$ cat config.mk
export PLATFORM = sky130hd
export DESIGN_NAME = vram_readback
export DESIGN_NICKNAME = d
export VERILOG_FILES = /design/src/rtl/vg64_pkg.sv /design/src/rtl/c64_bus_sync.sv /design/src/rtl/vram_readback.sv
export SDC_FILE = /design/constraint.sdc
export NUM_CORES = 1
export LEC_CHECK = 0
export BUFFER_PORTS_ARGS = -buffer_cell sky130_fd_sc_hd__buf_2
export CAP_MARGIN = 20
export CORE_ASPECT_RATIO = 1.5
export CORE_UTILIZATION = 35
export CTS_CLUSTER_SIZE = 28
export DETAILED_ROUTE_END_ITERATION = 8
export PLACE_DENSITY = 0.59
export SYNTH_ARGS = -nofsm -noshare
export SYNTH_HDL_FRONTEND = slang
export SYNTH_HIERARCHICAL = 1
export SYNTH_SLANG_ARGS = --single-unit
$ cat constraint.sdc
create_clock -name clk100 -period 2.3 [get_ports clk100]
set_input_delay 0.23 -clock clk100 [delete_from_list [all_inputs] [get_ports clk100]]
set_output_delay 0.23 -clock clk100 [all_outputs]
set_load 0.01 [all_outputs]
$ cat src/rtl/vg64_pkg.sv
// Shared definitions for the C64-side VRAM access paths: register offsets, FSM encoding and
// status bit positions.
package vg64_pkg;

  localparam logic [2:0] OFS_TOKEN  = 3'd0;
  localparam logic [2:0] OFS_LSB    = 3'd1;
  localparam logic [2:0] OFS_MSB    = 3'd2;
  localparam logic [2:0] OFS_RDATA  = 3'd4;
  localparam logic [2:0] OFS_STATUS = 3'd5;

  typedef logic [1:0] state_t;
  localparam state_t ST_IDLE = 2'd0;
  localparam state_t ST_REQ  = 2'd1;
  localparam state_t ST_WAIT = 2'd2;

  localparam int unsigned STAT_VALID = 7;
  localparam int unsigned STAT_ERR   = 6;
  localparam int unsigned STAT_BUSY  = 1;
  localparam int unsigned STAT_BANK  = 0;

  function automatic logic reg_hit(input logic [15:0] addr, input logic [15:0] base,
                                   input logic [2:0] ofs);
    return addr == (base + {13'd0, ofs});
  endfunction

endpackage

$ cat src/rtl/c64_bus_sync.sv
// Brings PHI2 and R/W into the clk100 domain and turns PHI2 edges into single-cycle pulses.
module c64_bus_sync #(
  parameter int unsigned SYNC_STAGES = 2
) (
  input  logic clk100,
  input  logic rst,
  input  logic phi2_async,
  input  logic rw_async,
  output logic rw_sync,
  output logic rise,
  output logic fall
);

  logic [SYNC_STAGES-1:0] phi2_q;
  logic [SYNC_STAGES-1:0] rw_q;
  logic                   phi2_prev_q;

  always_ff @(posedge clk100) begin
    if (rst) begin
      phi2_q      <= '0;
      rw_q        <= '0;
      phi2_prev_q <= 1'b0;
    end else begin
      phi2_q      <= {phi2_q[SYNC_STAGES-2:0], phi2_async};
      rw_q        <= {rw_q[SYNC_STAGES-2:0], rw_async};
      phi2_prev_q <= phi2_q[SYNC_STAGES-1];
    end
  end

  assign rw_sync = rw_q[SYNC_STAGES-1];
  assign rise    = phi2_q[SYNC_STAGES-1] & ~phi2_prev_q;
  assign fall    = ~phi2_q[SYNC_STAGES-1] & phi2_prev_q;

endmodule

$ cat src/rtl/vram_readback.sv
// C64 read path into video SRAM: snoops the address registers, prefetches the addressed byte
// through the pixel engine's req/gnt slot and serves it on a readable data register.
module vram_readback
  import vg64_pkg::*;
#(
  parameter logic [15:0] BASE_ADDR   = 16'hDE00,
  parameter int unsigned SYNC_STAGES = 2,
  parameter int unsigned GNT_TIMEOUT = 255
) (
  input  logic        clk100,
  input  logic        rst,
  input  logic        i_64clk,
  input  logic        i_64rw,
  input  logic [15:0] i_64addr,
  input  logic [7:0]  i_64data,
  output logic [7:0]  o_64data,
  output logic        o_64oe,
  output logic        o_req,
  input  logic        i_gnt,
  output logic [16:0] o_raddr,
  input  logic        i_rvalid,
  input  logic [7:0]  i_rdata
);

  localparam int unsigned TW = $clog2(GNT_TIMEOUT + 1);
  localparam logic [TW-1:0] TMO_LAST = TW'(GNT_TIMEOUT - 1);

  logic rw_s, rise, fall;

  c64_bus_sync #(
    .SYNC_STAGES(SYNC_STAGES)
  ) u_sync (
    .clk100    (clk100),
    .rst       (rst),
    .phi2_async(i_64clk),
    .rw_async  (i_64rw),
    .rw_sync   (rw_s),
    .rise      (rise),
    .fall      (fall)
  );

  state_t        state_q;
  logic          bank_q, valid_q, err_q, stale_q;
  logic [15:0]   addr_q;
  logic [7:0]    buf_q;
  logic [TW-1:0] tmo_q;

  logic        wr_token, wr_lsb, wr_msb, rd_data, start;
  logic        rd_hit_data, rd_hit_stat;
  logic        bank_d;
  logic [15:0] addr_d;
  logic [7:0]  status;

  always_comb begin
    wr_token    = fall & ~rw_s & reg_hit(i_64addr, BASE_ADDR, OFS_TOKEN);
    wr_lsb      = fall & ~rw_s & reg_hit(i_64addr, BASE_ADDR, OFS_LSB);
    wr_msb      = fall & ~rw_s & reg_hit(i_64addr, BASE_ADDR, OFS_MSB);
    rd_data     = fall & rw_s & reg_hit(i_64addr, BASE_ADDR, OFS_RDATA);
    start       = wr_msb | rd_data;
    rd_hit_data = rw_s & reg_hit(i_64addr, BASE_ADDR, OFS_RDATA);
    rd_hit_stat = rw_s & reg_hit(i_64addr, BASE_ADDR, OFS_STATUS);

    bank_d = wr_token ? i_64data[0] : bank_q;
    addr_d = addr_q;
    if (wr_lsb) begin
      addr_d = {addr_q[15:8], i_64data};
    end else if (wr_msb) begin
      addr_d = {i_64data, addr_q[7:0]};
    end else if (rd_data) begin
      addr_d = addr_q + 16'd1;
    end

    status             = 8'h00;
    status[STAT_VALID] = valid_q;
    status[STAT_ERR]   = err_q;
    status[STAT_BUSY]  = (state_q != ST_IDLE);
    status[STAT_BANK]  = bank_q;
  end

  always_ff @(posedge clk100) begin
    if (rst) begin
      state_q  <= ST_IDLE;
      bank_q   <= 1'b0;
      addr_q   <= 16'h0000;
      valid_q  <= 1'b0;
      err_q    <= 1'b0;
      stale_q  <= 1'b0;
      buf_q    <= 8'h00;
      tmo_q    <= '0;
      o_req    <= 1'b0;
      o_raddr  <= 17'h0;
      o_64oe   <= 1'b0;
      o_64data <= 8'h00;
    end else begin
      bank_q <= bank_d;
      addr_q <= addr_d;
      if (start) valid_q <= 1'b0;

      case (state_q)
        ST_IDLE: begin
          if (start) begin
            state_q <= ST_REQ;
            o_req   <= 1'b1;
            o_raddr <= {bank_d, addr_d};
            tmo_q   <= '0;
          end
        end
        ST_REQ: begin
          // A grant means the old address is already sampled; a racing restart must be redone.
          if (i_gnt) begin
            state_q <= ST_WAIT;
            o_req   <= 1'b0;
            if (start) stale_q <= 1'b1;
          end else begin
            if (start) o_raddr <= {bank_d, addr_d};
            if (tmo_q == TMO_LAST) err_q <= 1'b1;
            else tmo_q <= tmo_q + 1'b1;
          end
        end
        ST_WAIT: begin
          if (i_rvalid) begin
            if (stale_q || start) begin
              stale_q <= 1'b0;
              state_q <= ST_REQ;
              o_req   <= 1'b1;
              o_raddr <= {bank_d, addr_d};
              tmo_q   <= '0;
            end else begin
              buf_q   <= i_rdata;
              valid_q <= 1'b1;
              state_q <= ST_IDLE;
            end
          end else if (start) begin
            stale_q <= 1'b1;
          end
        end
        default: state_q <= ST_IDLE;
      endcase

      if (rise) begin
        o_64oe <= rd_hit_data | rd_hit_stat;
        if (rd_hit_data) o_64data <= buf_q;
        else if (rd_hit_stat) o_64data <= status;
      end else if (fall) begin
        o_64oe <= 1'b0;
      end
    end
  end

endmodule

==> results.ini <==
[clocking]
clkSinkCount=70
clockBufferDepth=2
numCtsBuffers=9
cts-root-buf=clkbuf_16
cts.hold.buffers_added=0
clock_latency_ns=0.34
clk_pin_slew_ns=0.06
cts_tree=built
htreeDepth=3

[timing]
relSlewSlack=0.637
timing.fmax_ghz=0.468
tightest_slew_ns=0.545
rsz0062_at_grt=false
finClkSkew_ns=0.00283
drv_slew=0
fin_crit_sh=0.929
fin_ws_ns=0.163
hold_violations=0
fin_hold_ws_ns=0.111
min_period_ns=2.14
setup_viol=0

[drt]
drt-total-wl_um=9590
drt_first_pass_iters=4
drt-initial-drc-count=226
viasPerCell=5.51
ant_nets=0
drcViolationCount=0
via_count=3251
routedWlPerCell_um=16.3

[logic_synthesis]
ys_ff_latch=70
syn-cell-area_um2=3380
synth_area_leaders=dfxtp_1, nor2_1, mux2i_1, a21oi_1, nand2_1
yosysWarnings=6
yosys.area.top_type=dfxtp_1
synth_enable_flop_cells=0
syn_avg_cell_area_um2=8.64
ys_types=59
synth_top_area_share=0.415
async_flop_share=0
synthFlopType=dfxtp_1
synth_cells=391
synth_nets=432
ys_seq_area_frac=0.415

[grt]
overflow=0
grtUsageTotal=0.208
grt_pass1_vias=3149
antenna_found_initial=0
grt_pass1_wl_um=15600
grt_max_degree=28

[run_status]
status=finished clean

[power_and_ir_drop]
p_total_mw=2.94
powerDensity_nw_per_um2=683
p_leak_nw=1.77
vdd_drop_max_mv=0.377

[layout]
stdcell_count=590
n_antenna_cell=0
final_cell_mix=dfxtp_1, buf_2, nor2_1
final_common_cell=dfxtp_1
fin_nets=514
drive_above_1_share=0.255
fin_util=0.462
area_growth_pct=27.2

[critical_path]
end_kind=register
crit_family=simple AND/OR/NAND/NOR gates
critPathSlowestCell=nor4_1
crit_type=reg -> reg
cp.required_ns=2.53
cp-start-kind=register
crit_chain=nor4bb_2, nand2_1, nor4_1, xor2_1, a21oi_1, o41ai_1
rr_worst_depth=6
r2r-end=o_raddr[6]
crit_fanout=8
r2r_slack_ns=0.16
crit_arrival_ns=2.37
reg2reg_from=u_sync/rw_q[1]
slowest_delay_ns=0.42
path_buf_inv=0

[floorplanning]
fp.coreArea_um2=9310
die-area_um2=10100
num_io_pins=65
rows=43
start_util=0.363
fp.dieW_um=82.2
fp.dieH_um=122

[placement]
gp_congestion=0.878
place_inst=574
port_buffers=64
dpl.hpwl_um=7090
pre_cts_ws_ns=-0.0549

[min_path]
hold_depth=2
worstHoldStart=i_64rw
whs_endpoint=u_sync/rw_q[0]
hold_path_class=in -> reg

[flow_run]
maxCapViolCount=0

worst max-delay path by stage:
| stage | startpoint | end | cells past startpoint |
|---|---|---|---|
| final | u_sync/rw_q[1] | o_raddr[6] | 6 |
| after global routing | u_sync/phi2_prev_q | o_raddr[11] | 8 |
| after CTS | u_sync/rw_q[1] | o_raddr[6] | 6 |
| after detailed placement | i_64addr[7] | o_raddr[11] | 7 |
| after global placement | i_64addr[7] | o_raddr[13] | 7 |
| after floorplan | i_64addr[7] | o_raddr[10] | 6 |
Yosys cell counts (3+ instances only):
library cell  number
nor2_1            43
nor4_1             7
nand2_1           32
a21oi_1           25
xnor2_1            7
o211ai_1           3
nand3_1           17
and3_1            14
mux2i_1           13
nor2b_1           11
clkbuf_1          12
a211oi_1          11
o21bai_1           3
o21ai_0            9
nand4_1           10
inv_1             10
nand3b_1           5
or3_1              3
dfxtp_1           70
buf_1              3
a221oi_2           4
a21o_1            11
nor3_1            14
mux2_2             3
ha_1               3
power breakdown:
part,internal (mW),switching [mW],total (mW),leakage [nW]
Clock,1.06,0.548,1.61,0.164
Combinational,0.0446,0.0642,0.109,1.04
Sequential,1.22,0.00150,1.22,0.564
Total,2.32,0.614,2.94,1.77
layer usage:
metal | vias to the layer above | routed length, µm | GRT usage
li1 | 1603 | - | -
met1 | 1549 | 4060 | 0.251
met2 | 73 | 4750 | 0.334
met3 | 26 | 426 | 0.0454
met4 | 0 | 366 | 0.118
met5 | - | 0 | 0
through the flow:
step / setup TNS [ns] / instance area (µm²)
2_1_floorplan: 0 / 3380
3_5_place_dp: -0.168 / 3950
6_report: 0 / 4300
5_1_grt: 0 / 4300
3_3_place_gp: -0.00881 / 3950
4_1_cts: 0 / 4290
flip-flops by register name (all words and copies together) (netlist names):
signal / cells
valid_q: 1
buf_q: 8
state_q: 2
tmo_q: 8
u_sync/phi2_q: 2
addr_q: 16
stale_q: 1
u_sync/rw_q: 2
o_raddr: 17
o_64oe: 1
err_q: 1
bank_q: 1
o_req: 1
u_sync/phi2_prev_q: 1
o_64data: 8
what timing repair did:
| action | in CTS | in global routing |
|---|---|---|
| endpoints found under the setup margin | 0 | 4 |
| resized for setup | 0 | 1 |
| setup buffers | 0 | 0 |
logic make-up (layout without fill, tap and decap cells):
kind of cell,count (synthesis),after routing,share of synthesized area
AOI/OAI and AO/OA,84,84,0.174
xor gates and xnor gates,9,9,0.0233
adders and majority gates,3,3,0.0111
buffers and inverters,27,114,0.0307
DFF,70,70,0.415
muxes,17,17,0.0518
and+or+nand+nor,181,181,0.294
cell type report:
| type | count | area [µm²] |
|---|---|---|
| clock buffers | 11 | 233 |
| clock inverters | 5 | 108 |
| fillers | 930 | 5010 |
| inverters | 10 | 37.5 |
| multi-input cells | 294 | 1880 |
| flip-flops and latches | 70 | 1400 |
| well taps | 112 | 140 |
| repair buffers | 88 | 500 |
No activity file was read; power rests on OpenSTA's default activity.
